## src/rtl/elastic_skid_fifo_if.sv

```systemverilog
// Valid/ready stream bundle around the elastic skid FIFO.
// The _f signals face the producer and the _b signals face the consumer.
interface elastic_skid_fifo_if #(
    parameter int L = 8
);
    logic         ready_f;
    logic         valid_f;
    logic [L-1:0] data_f;
    logic         ready_b;
    logic         valid_b;
    logic [L-1:0] data_b;

    modport master (
        input  ready_f,
        output valid_f,
        output data_f,
        output ready_b,
        input  valid_b,
        input  data_b
    );

    modport slave (
        output ready_f,
        input  valid_f,
        input  data_f,
        input  ready_b,
        output valid_b,
        output data_b
    );
endinterface

```

## src/rtl/elastic_skid_fifo.sv

```systemverilog
// DEPTH-entry elastic buffer: a registered output word backed by a (DEPTH-1)-entry ring.
// All outputs come from flops, so no combinational path crosses the block.
module elastic_skid_fifo #(
    parameter  int L        = 8,
    parameter  int DEPTH    = 4,
    parameter  int AFULL_TH = 3,
    localparam int CW       = $clog2(DEPTH + 1)
) (
    input  logic                  clk,
    input  logic                  rst,
    elastic_skid_fifo_if.slave    bus,
    input  logic                  flush,
    output logic [CW-1:0]         count,
    output logic                  afull
);
    localparam int SD = DEPTH - 1;
    localparam int PW = (SD > 1) ? $clog2(SD) : 1;

    logic [L-1:0]  mem [SD];
    logic          ready_f_r;
    logic          valid_b_r;
    logic [L-1:0]  data_b_r;
    logic [CW-1:0] count_r;
    logic          afull_r;
    logic [PW-1:0] rd_ptr_r;
    logic [PW-1:0] wr_ptr_r;

    logic          push_s;
    logic          pop_s;
    logic          load_s;
    logic          st_empty_s;
    logic          wr_en_s;
    logic [CW-1:0] count_next_s;
    logic          valid_b_next_s;
    logic [L-1:0]  data_b_next_s;
    logic [PW-1:0] rd_next_s;
    logic [PW-1:0] wr_next_s;
    logic          ready_f_next_s;
    logic          afull_next_s;

    function automatic logic [PW-1:0] ptr_inc(input logic [PW-1:0] p);
        if (p == PW'(SD - 1)) begin
            ptr_inc = {PW{1'b0}};
        end else begin
            ptr_inc = p + PW'(1);
        end
    endfunction

    assign push_s     = bus.valid_f && ready_f_r;
    assign pop_s      = valid_b_r && bus.ready_b;
    assign load_s     = !valid_b_r || pop_s;
    // The output register holds one of the counted words whenever it is valid.
    assign st_empty_s = ((count_r - CW'(valid_b_r)) == {CW{1'b0}});

    // Next-state for output register, ring pointers, occupancy and flags.
    always_comb begin
        count_next_s   = count_r + CW'(push_s) - CW'(pop_s);
        valid_b_next_s = valid_b_r;
        data_b_next_s  = data_b_r;
        rd_next_s      = rd_ptr_r;
        wr_next_s      = wr_ptr_r;
        wr_en_s        = 1'b0;
        if (flush) begin
            count_next_s   = {CW{1'b0}};
            valid_b_next_s = 1'b0;
            rd_next_s      = {PW{1'b0}};
            wr_next_s      = {PW{1'b0}};
        end else begin
            if (load_s) begin
                if (!st_empty_s) begin
                    data_b_next_s  = mem[rd_ptr_r];
                    valid_b_next_s = 1'b1;
                    rd_next_s      = ptr_inc(rd_ptr_r);
                end else if (push_s) begin
                    data_b_next_s  = bus.data_f;
                    valid_b_next_s = 1'b1;
                end else begin
                    valid_b_next_s = 1'b0;
                end
            end else begin
                valid_b_next_s = valid_b_r;
            end
            // A push bypasses the ring only when it goes straight into an emptying output.
            if (push_s && !(load_s && st_empty_s)) begin
                wr_en_s   = 1'b1;
                wr_next_s = ptr_inc(wr_ptr_r);
            end else begin
                wr_en_s = 1'b0;
            end
        end
        ready_f_next_s = (count_next_s != CW'(DEPTH));
        afull_next_s   = (count_next_s >= CW'(AFULL_TH));
    end

    // Ring storage write port.
    always_ff @(posedge clk) begin
        if (rst && wr_en_s) begin
            mem[wr_ptr_r] <= bus.data_f;
        end
    end

    // Control and output registers with synchronous active-low reset.
    always_ff @(posedge clk) begin
        if (!rst) begin
            ready_f_r <= 1'b0;
            valid_b_r <= 1'b0;
            data_b_r  <= {L{1'b0}};
            count_r   <= {CW{1'b0}};
            afull_r   <= 1'b0;
            rd_ptr_r  <= {PW{1'b0}};
            wr_ptr_r  <= {PW{1'b0}};
        end else begin
            ready_f_r <= ready_f_next_s;
            valid_b_r <= valid_b_next_s;
            data_b_r  <= data_b_next_s;
            count_r   <= count_next_s;
            afull_r   <= afull_next_s;
            rd_ptr_r  <= rd_next_s;
            wr_ptr_r  <= wr_next_s;
        end
    end

    assign bus.ready_f = ready_f_r;
    assign bus.valid_b = valid_b_r;
    assign bus.data_b  = data_b_r;
    assign count       = count_r;
    assign afull       = afull_r;
endmodule

```

## src/flat_wrapper.sv

```systemverilog
// flat-port wrapper written by rule: the top's interface ports become plain ports
module elastic_skid_fifo_flat 
#(
    parameter  int L        = 8,
    parameter  int DEPTH    = 4,
    parameter  int AFULL_TH = 3,
    localparam int CW       = $clog2(DEPTH + 1)
)
  (clk, rst, flush, count, afull, bus_ready_f, bus_valid_f, bus_data_f, bus_ready_b, bus_valid_b, bus_data_b);
  elastic_skid_fifo_if #(.L(L)) bus_i ();
  input  logic clk;
  input  logic rst;
  input  logic flush;
  output logic [CW-1:0] count;
  output logic afull;
  output wire logic [$bits(bus_i.ready_f)-1:0] bus_ready_f;
  input wire logic [$bits(bus_i.valid_f)-1:0] bus_valid_f;
  input wire logic [$bits(bus_i.data_f)-1:0] bus_data_f;
  input wire logic [$bits(bus_i.ready_b)-1:0] bus_ready_b;
  output wire logic [$bits(bus_i.valid_b)-1:0] bus_valid_b;
  output wire logic [$bits(bus_i.data_b)-1:0] bus_data_b;
  assign bus_ready_f = bus_i.ready_f;
  assign bus_i.valid_f = bus_valid_f;
  assign bus_i.data_f = bus_data_f;
  assign bus_i.ready_b = bus_ready_b;
  assign bus_valid_b = bus_i.valid_b;
  assign bus_data_b = bus_i.data_b;
  elastic_skid_fifo #(.L(L), .DEPTH(DEPTH), .AFULL_TH(AFULL_TH)) u_core (.clk(clk), .rst(rst), .bus(bus_i), .flush(flush), .count(count), .afull(afull));
endmodule
```

## config.mk

```make
export PLATFORM = sky130hd
export DESIGN_NAME = elastic_skid_fifo_flat
export DESIGN_NICKNAME = d
export VERILOG_FILES = /design/src/rtl/elastic_skid_fifo_if.sv /design/src/rtl/elastic_skid_fifo.sv /design/src/flat_wrapper.sv
export SDC_FILE = /design/constraint.sdc
export NUM_CORES = 1
export LEC_CHECK = 0
export CAP_MARGIN = 20
export CORE_AREA = 10 10 62 84
export DETAILED_ROUTE_END_ITERATION = 7
export DIE_AREA = 0 0 72 94
export PLACE_DENSITY = 0.73
export SLEW_MARGIN = 10
export SYNTH_ARGS = -nofsm -noshare
export SYNTH_HDL_FRONTEND = slang
export SYNTH_SLANG_ARGS = --single-unit
```

## constraint.sdc

```tcl
create_clock -name clk -period 2.7 [get_ports clk]
set_input_delay 0.54 -clock clk [delete_from_list [all_inputs] [get_ports clk]]
set_output_delay 0.54 -clock clk [all_outputs]
set_load 0.01 [all_outputs]
```

* Word level (Yosys, flattened, before mapping)
Memories as Yosys holds them, arrays and structs flattened. A register that Yosys moved wholly into a read port is not among the register bits. Cells that the tools add are included.
Word-level totals: register bits after elaboration 18, RAM bits 24, bits of input ports 13, output and inout port bits 14, logic and storage cells 46, memories kept 1
Cells by class: add/sub/neg operators 5, magnitude comparators 1, equality and inequality tests 4, mux-type cells 13, bitwise logic cells 3, reduce and logical (&&, ||, !) cells 12
Memory list:
- u_core.mem | depth 3, width 8, read ports 1, clocked after memory_dff 1, wr ports 1, RTL line elastic_skid_fifo.sv:19 | logic [L-1:0] mem [SD];
Operators by type and width (number):
- 8-bit two-way mux | 2
- 2-bit two-way mux | 4
- 1-bit two-way mux | 6
- 3-bit by 1-bit subtractor with 3-bit output | 2
- 1-bit logical AND | 5
- 2-bit by 1-bit adder with 2-bit output (second input constant) | 2
- 2-bit == test (second input constant) | 2
- 3-bit by 1-bit adder with 3-bit output | 1
- 3-bit by 2-bit greater-or-equal comparator with 1-bit output (second input constant) | 1
- 3-bit logical NOT | 1
- 3-bit two-way mux | 1
- 3-bit != test (second input constant) | 1
- 1-bit NOT | 3
- 3-bit AND reduction | 1
- 1-bit logical NOT | 2
- 2-bit by 1-bit != test with 1-bit output (second input constant) | 1
- 2-bit AND reduction | 1
- 2-bit OR reduction | 1
- 1-bit logical OR | 1

* Logic depth before layout (Yosys ltp)
Gate-level depths: netlist of the first run.
depth after elaboration 10, depth in mapped cells 9, mapped depth without buffers 9

* Least setup slack after synthesis of the first run
No wires, ideal clock.
path type register to register, start register u_core.count_r[0], in the netlist u_core.count[0], end memory u_core.mem[2][0], enable pin, library setup time 385 ps, data arrival time 2087 ps, data required time 2315 ps, path slack 228 ps, cell stages (with the launch flop) 8, buffers on the path 1, period minus slack after synthesis 2472 ps, cell sequence dfxtp_1 -> inv_1 -> ha_1 -> nor2b_1 -> clkbuf_1 -> a31oi_1 -> nand2_1 -> nor3b_1
On the way: word-level cells in the longest chain between the ends 10
RTL lines:
- from (decl) | RTL line elastic_skid_fifo.sv:23 | logic [CW-1:0] count_r;
- from (signal assigned) | RTL line elastic_skid_fifo.sv:108 | count_r <= {CW{1'b0}};
- from (signal assigned) | RTL line elastic_skid_fifo.sv:116 | count_r <= count_next_s;
- 3-bit by 1-bit subtractor with 3-bit output | RTL line elastic_skid_fifo.sv:53 | assign st_empty_s = ((count_r - CW'(valid_b_r)) == {CW{1'b0}});
- 3-bit logical NOT | RTL line elastic_skid_fifo.sv:53
- 1-bit logical AND | RTL line elastic_skid_fifo.sv:84 | if (push_s && !(load_s && st_empty_s)) begin
- 1-bit logical NOT | RTL line elastic_skid_fifo.sv:84
- 1-bit logical AND | RTL line elastic_skid_fifo.sv:84
- 1-bit two-way mux | RTL line elastic_skid_fifo.sv:84
- 1-bit two-way mux | RTL line elastic_skid_fifo.sv:63 | if (flush) begin
- 1-bit logical AND | RTL line elastic_skid_fifo.sv:97 | if (rst && wr_en_s) begin
- 1-bit two-way mux | RTL line elastic_skid_fifo.sv:97
- 1-bit two-way mux (implied by the code) | RTL line elastic_skid_fifo.sv:98 | mem[wr_ptr_r] <= bus.data_f;
- to (decl) | RTL line elastic_skid_fifo.sv:19
No other way between the ends.

* Final worst setup path of the first run
start input port bus_ready_b, end register u_core.afull_r, in the netlist u_core.afull
On the way: word-level cells in the longest chain between the ends 4
RTL lines:
- from (decl) | RTL line flat_wrapper.sv:19 | input wire logic [$bits(bus_i.ready_b)-1:0] bus_ready_b;
- 1-bit logical AND | RTL line elastic_skid_fifo.sv:50 | assign pop_s = valid_b_r && bus.ready_b;
- 3-bit by 1-bit subtractor with 3-bit output | RTL line elastic_skid_fifo.sv:57 | count_next_s = count_r + CW'(push_s) - CW'(pop_s);
- 3-bit two-way mux | RTL line elastic_skid_fifo.sv:63
- 3-bit by 2-bit greater-or-equal comparator with 1-bit output | RTL line elastic_skid_fifo.sv:92 | afull_next_s = (count_next_s >= CW'(AFULL_TH));
- to (signal assigned) | RTL line elastic_skid_fifo.sv:117 | afull_r <= afull_next_s;
- to (decl) | RTL line elastic_skid_fifo.sv:24 | logic afull_r;
No other way between the ends. A chain may end at the register's enable or synchronous reset.

==> results of run 1 <==
[cell type report]
| class | count | area, sq um |
|---|---|---|
| multi-input combinational | 88 | 616 |
| inverter | 6 | 22.5 |
| timing repair buffer | 35 | 328 |
| clock buffer | 6 | 82.6 |
| tap | 42 | 52.6 |
| sequential | 44 | 1120 |
| clock inverter | 2 | 33.8 |
| fill | 308 | 1390 |
[layer usage]
layer  global-route usage (%)  share of wire, %  vias to the layer above
met2                     22.0                52                       51
li1                         -                 -                      614
met3                     4.13               7.1                       11
met1                     12.4                38                      609
met4                     6.15               2.5                        0
met5                        0                 0                        -
[synth_stat cells (2+ instances only)]
master	n	area, sq um
a22oi_1	8	60.1
edfxtp_1	24	721
clkbuf_1	5	18.8
nand2_1	3	11.3
dfxtp_1	20	400
mux2i_1	8	80.1
a21oi_1	2	10.0
o21ai_0	26	130
nor2_1	3	11.3
a31oi_1	10	62.6
xnor2_1	3	26.3
and2_1	5	31.3
nor2b_1	3	18.8
ha_1	3	37.5
nand2b_1	3	18.8
inv_1	6	22.5
[logic make-up (layout without fill, tap and decap cells)]
logic type,after synthesis,count (layout),synth area share [%]
adders and majority gates,4,4,3.22
and+or+nand+nor,22,22,7.21
AOI/OAI and AO/OA,51,51,18.1
xor gates and xnor gates,3,3,1.47
DFF,44,44,62.7
muxes,8,8,4.48
buffers and inverters,13,49,2.87
[power breakdown]
| group | switching [uW] | total [uW] | leakage, uW | internal, uW |
|---|---|---|---|---|
| registers | 22.6 | 758 | 0.000380 | 735 |
| logic | 131 | 255 | 0.000334 | 125 |
| clock network | 209 | 507 | 0.0000588 | 298 |
[critical path: cells and delay by family]
family | cells | cell delay (ns)
buffers and inverters | 2 | 0.45
XOR/XNOR | 2 | 0.38
AO/OA/AOI/OAI | 1 | 0.23
AND/OR/NAND/NOR | 2 | 0.25
adder cells (fa/ha/maj) | 3 | 0.86
[flip-flops by register name, indices dropped and copies added, names as in the netlist, named ones only]
register / count
u_core.wr_ptr_r: 2
u_core.bus.ready_f: 1
u_core.count: 3
u_core.afull: 1
u_core.bus.valid_b: 1
u_core.rd_ptr_r: 2
u_core.mem: 24
u_core.bus.data_b: 8
[metrics by stage]
step	total power, uW	area (sq um)
after CTS	1540	2260
after detailed placement	1030	2140
after global routing	1590	2260
after global placement	1020	2140
final	1520	2260
after floorplan	912	1790
[worst paths after layout]
kind	startpoint	to	cells after the start
setup reg to reg	u_core.count[0]	u_core.mem[2][7]	7
setup / recovery	bus_ready_b	u_core.afull	10
hold / removal	u_core.rd_ptr_r[1]	flip-flop	2
hold reg to reg	u_core.rd_ptr_r[1]	flip-flop	2
==> results.md, run 1 <==
- CP arrival: 2.72 ns
- Syn Nets: 162
- I/O Pins: 27
- Total wire length: 4050 um
- Reg2reg setup slack: 0.33 ns
- 1st-pass router iterations: 4
- First-pass GRT wire length: 6560 um
- CP required: 2.89 ns
- Max-slew violation count: 0
- Worst Setup Path Type: input pin to flip-flop
- Total grt overflow: 0
- Startpoint types: input pin
- Worst hold-check path type: flip-flop to flip-flop
- Cell Rows: 26
- RSZ-0062 raised after global routing: no
- Non-Filler Instances: 223
- PD cells: 673 mW/mm^2
- Post-DR wirelength/cell: 18.2 um
- Setup violations, final: 0
- Setup Buffers After CTS: 0
- Status: finished, final reports clean
- Largest net degree at the start of global routing: 17
- IO buf count: 26
- CTS root buf: clkbuf_8
- Dpl ws: -0.121 ns
- Worst path cell trace: clkdlybuf4s50_1 > and2_1 > ha_1 > inv_1 > ha_1 > fa_1 > xnor2_1 > xnor2_1 > nor2_1 > a22o_1
- Hold Slack: 0.517 ns
- Iteration-0 DRC count of the detailed router: 101
- Initial Util: 49.1%
- Clk Latency, worst-skew pair: 0.29 ns
- Num Clock Sinks: 44
- Critical path's slowest cell: clkdlybuf4s50_1
- Fin nets: 197
- Final core utilization: 61.9%
- Clock transition at path regs: 0.08 ns
- Core area: 0.00364 sq mm
- Rel. slew slack: 41.8%
- Post-route ant nets: 0
- TritonCTS Buffers: 5
- Most used DFF post-synth: edfxtp_1
- Synthesis Warnings: 0
- CTS tree: built
- Clock tree buffer depth: 2
- Vias/cell: 5.76
- GPL Wtd Cong: 0.837
- Fin crit share: 93.5%
- Die Ht: 94 um
- Worst-Margin Slew: 0.872 ns
- Synthesized area: 0.00179 sq mm
- CP Capture Type: flip-flop
- Setup slack after layout: 0.175 ns
- Worst path max stage delay: 0.41 ns
- Fmax: 396 MHz
- Area delta synth->final: 26.2%
- Final hold violations: 0
- Sequential share of the synthesized area: 62.7%
- Post-synth EDFFs: 24
- Hold-fix buffers, CTS: 0
- Share of cells above drive strength 1: 9.39%
- Worst-case vdd ir drop: 0.480 mV
- Post-Syn Instances: 145
- Post-synth cell types: 29
- Initial antenna violation count: 0
- Max-Cap Viols: 0
- Post-synth ARST share: 0%
- Vias: 1285
- Ant diodes: 0
- Die Area: 0.00677 sq mm
- H-tree depth: 2
- Mean post-synth cell area: 12.3 sq um
- Leak pwr: 0.000772 uW
- Detail Placement HPWL: 2860 um
- All-layer global routing usage: 12.4%
- Placed cells: 215
- Crit Path Max Fanout: 2
- Setup tns final: 0 ns
- Most frequent cells in the layout: o21ai_0 (26), clkdlybuf4s50_1 (26), edfxtp_1 (24)
- Post-CTS resize count: 0
- Horiz. Die Dim: 72 um
- Final Skew: 0.00395 ns
- Vias in the first global route: 1344
- Yosys reg bits: 44
- Tmin final: 2.52 ns
- DRC Markers: 0
Note: power is estimated with default switching activity, not from simulation.
==> run 2, diff against run 1 <==
--- a/config.mk
+++ b/config.mk
@@ -5,11 +5,13 @@
 export SDC_FILE = /design/constraint.sdc
 export NUM_CORES = 1
 export LEC_CHECK = 0
+export ABC_AREA = 1
 export CAP_MARGIN = 20
-export CORE_AREA = 10 10 62 84
+export CORE_AREA = 10 10 65 89
 export DETAILED_ROUTE_END_ITERATION = 7
-export DIE_AREA = 0 0 72 94
-export PLACE_DENSITY = 0.73
+export DIE_AREA = 0 0 75 99
+export PLACE_DENSITY = 0.71
+export SETUP_SLACK_MARGIN = 0.4
 export SLEW_MARGIN = 10
 export SYNTH_ARGS = -nofsm -noshare
 export SYNTH_HDL_FRONTEND = slang
==> results.md, run 2 <==
- Fin nets: 270 (+37%)
- Crit Path Max Fanout: 2 (unchanged)
- Final hold violations: 0 (unchanged)
- Final Skew: 0.00343 ns (-0.000519 ns)
- Hold Slack: 0.500 ns (-0.0175 ns)
- Post-synth top cells: nand2_1 (51), inv_1 (30), nor2_1 (27)
- Fmax: 460 MHz (+16%)
- Setup Buffers After CTS: 0 (unchanged)
- WP buf/inv: 4 (+2)
- First-pass GRT wire length: 6900 um (+5.2%)
- Clock tree buffer depth: 2 (unchanged)
- Vias: 1490 (+16%)
- Largest net degree at the start of global routing: 17 (unchanged)
- Most common cell after layout, fill and taps aside: nand2_1
- Iteration-0 DRC count of the detailed router: 62 (-39%)
- I/O Pins: 27 (unchanged)
- Clock share of power: 28.1% (-5.2 points)
- Hold-fix buffers, CTS: 0 (unchanged)
- Post-synth top area share: 35.8% (-4.5 points)
- Most flop-heavy register: u_core.mem
- Yosys reg bits: 44 (unchanged)
- Total grt overflow: 0 (unchanged)
- Most frequent cells in the layout: nand2_1 (51), inv_1 (30), nor2_1 (26), clkdlybuf4s50_1 (26), edfxtp_1 (24)
- Fill count: 379 (+23%)
- Horiz. Die Dim: 75 um (+4.2%)
- Reg2reg setup slack: 0.85 ns (+0.52 ns)
- R2R cell count: 10 (+3)
- CP Capture Type: flip-flop
- Max reg flops: 24 (unchanged)
- DRC Markers: 0 (unchanged)
- Initial antenna violation count: 0 (unchanged)
- Area of the multi-input gates: 708 sq um (+15%)
- Post-Synth Adder-Cell Area: 2.86% (-0.36 points)
- Most used DFF post-synth: edfxtp_1
- Worst Setup Path Type: input pin to flip-flop
- CP delay by family, top: adder cells
- Share of cells above drive strength 1: 13.4% (+4.0 points)
- Core area: 0.00417 sq mm (+14%)
- Worst-Margin Slew: 0.333 ns (-0.539 ns)
- Combinational share of power: 20.8% (+4.0 points)
- Clk Latency, worst-skew pair: 0.29 ns (about the same)
- Post-synth EDFFs: 24 (unchanged)
- Max-Cap Viols: 0 (unchanged)
- CTS tree: built
- Post-CTS resize count: 0 (unchanged)
- IO buf count: 26 (unchanged)
- Dominant cell type by area after synthesis: edfxtp_1
- Internal power: 1070 uW (-7.4%)
- Sequential share of the synthesized area: 55.8% (-6.9 points)
- Worst path cell trace: clkdlybuf4s50_1 > nand2_1 > inv_1 > ha_1 > inv_1 > ha_1 > fa_1 > nand2_1 > o21ai_0 > o21ai_1 > inv_1
- Post-route ant nets: 0 (unchanged)
- Initial Util: 48.2% (-0.84 points)
- CP required: 2.89 ns (about the same)
- Tmin final: 2.17 ns (-0.352 ns)
- Total wire length: 4080 um (+0.81%)
- Multiplexer share of the synthesized area: 0% (-4.5 points)
- Mean post-synth cell area: 9.10 sq um (-26%)
- WP depth: 11 (+1)
- TritonCTS Buffers: 5 (unchanged)
- GPL Wtd Cong: 0.757 (-9.5%)
- XOR/XNOR Fraction of Synth Area: 0% (-1.5 points)
- Area delta synth->final: 19.4%
- Syn Nets: 238 (+47%)
- Status: finished, final reports clean
- Register share of total power: 51.1% (+1.2 points)
- Max-slew violation count: 0 (unchanged)
- Startpoint types: input pin
- Design area: 0.00240 sq mm (+6.4%)
- PD cells: 617 mW/mm^2 (-8.4%)
- H-tree depth: 2 (unchanged)
- Hold Path Depth: 2 (unchanged)
- 1st-pass router iterations: 4 (unchanged)
- Sw Share: 27.6% (+3.8 points)
- Fin crit share: 80.5% (-13 points)
- Critical Path Most Common Cell: inv_1
- Switching pwr: 409 uW (+13%)
- Rel. slew slack: 77.8% (+36 points)
- Setup violations, final: 0 (unchanged)
- Die Area: 0.00743 sq mm (+9.7%)
- Post-synthesis compound-gate area fraction: 1.99% (-16 points)
- Post-DR wirelength/cell: 13.7 um (-25%)
- All-layer global routing usage: 11.8% (-0.54 points)
- Clock transition at path regs: 0.08 ns (about the same)
- Detail Placement HPWL: 3050 um (+6.7%)
- Cell Rows: 28 (+7.7%)
- Vias in the first global route: 1496 (+11%)
- Leading cell type by number of instances after synthesis: nand2_1
- Placed cell areas: 0.00230 sq mm (+7.7%)
- Worst hold-check path type: flip-flop to flip-flop
- Setup tns final: 0 ns (unchanged)
- Synthesis Warnings: 0 (unchanged)
- Worst path max stage delay: 0.43 ns (+0.02 ns)
- Worst-case vdd ir drop: 0.421 mV (-12%)
- CP arrival: 2.37 ns (-0.35 ns)
- Top post-synthesis cells by area: edfxtp_1 (36%), dfxtp_1 (20%), nand2_1 (9.5%), inv_1 (5.6%), nor2_1 (5.0%)
- CTS root buf: clkbuf_8
- Ant diodes: 0 (unchanged)
- RSZ-0062 raised after global routing: yes
- Leak pwr: 0.00104 uW (+35%)
- Synthesized area: 0.00201 sq mm (+12%)
- Vias/cell: 4.98 (-14%)
- Post-synth cell types: 23 (-21%)
- Post-Syn Instances: 221 (+52%)
- Post-synth ARST share: 0% (unchanged)
- FF+latch area: 0.00112 sq mm (unchanged)
- Num Clock Sinks: 44 (unchanged)
- Critical path's slowest cell: fa_1
- Die Ht: 99 um (+5.3%)
- Largest family of logic cells by synthesized area: simple AND/OR/NAND/NOR gates
- Simple-Gate Fraction of Synth Area: 30.2% (+23 points)
[run 2: per-stage QoR]
step	total power, uW	setup slack, ns	std cells	utilization [%]
after global placement	1080	0.243	291	55.3
after floorplan	973	0.549	221	-
after CTS	1490	0.513	299	57.5
after global routing	1550	0.398	299	57.6
after detailed placement	1080	0.201	291	55.3
final	1480	0.528	299	57.6
[run 2: cell families after synthesis]
| logic type | Yosys count |
|---|---|
| AO/OA/AOI/OAI | 8 |
| flip-flops | 44 |
| AND/OR/NAND/NOR | 127 |
| adder cells (fa/ha/maj) | 4 |
| buffers and inverters | 38 |
[run 2: area by class of cell]
cell class                      instances  area share [%]
Multi-Input combinational cell        139            29.5
Clock inverter                          2           0.417
Tap cell                               45            2.35
Timing Repair Buffer                   32            12.7
Sequential cell                        44            46.7
Inverter                               31            4.85
Clock buffer                            6            3.44
[run 2: worst paths after layout]
kind | start | to
setup / recovery | bus_ready_b | u_core.bus.ready_f
hold / removal | u_core.wr_ptr_r[1] | u_core.wr_ptr_r[1]
setup reg to reg | u_core.bus.valid_b | u_core.bus.ready_f
hold reg to reg | u_core.wr_ptr_r[1] | u_core.wr_ptr_r[1]
[run 2: power groups by stage]
stage / clock, uW / combinational, uW / sequential [uW]
after CTS: 424 / 312 / 757
after global routing: 443 / 350 / 761
after global placement: 0 / 304 / 772
after detailed placement: 0 / 311 / 773
after floorplan: 0 / 195 / 778
final: 416 / 308 / 757
[run 2: worst register-to-register path, stage by stage (launching register included)]
cell and delay [ns]:
dfxtp_1 0.35, nand2_1 0.07, inv_1 0.04, ha_1 0.26, inv_1 0.04, ha_1 0.19, fa_1 0.43, nand2_1 0.11
o21ai_0 0.08, o21ai_1 0.13, inv_1 0.04
[run 2: layer usage]
| metal | track usage, % | part of all wire, % | vias up | wire [um] |
|---|---|---|---|---|
| met5 | 0 | 0 | - | 0 |
| met4 | 4.39 | 1.7 | 0 | 68 |
| met3 | 2.91 | 2.7 | 6 | 112 |
| met2 | 21.3 | 55 | 20 | 2240 |
| met1 | 12.6 | 41 | 694 | 1660 |
| li1 | - | - | 770 | - |
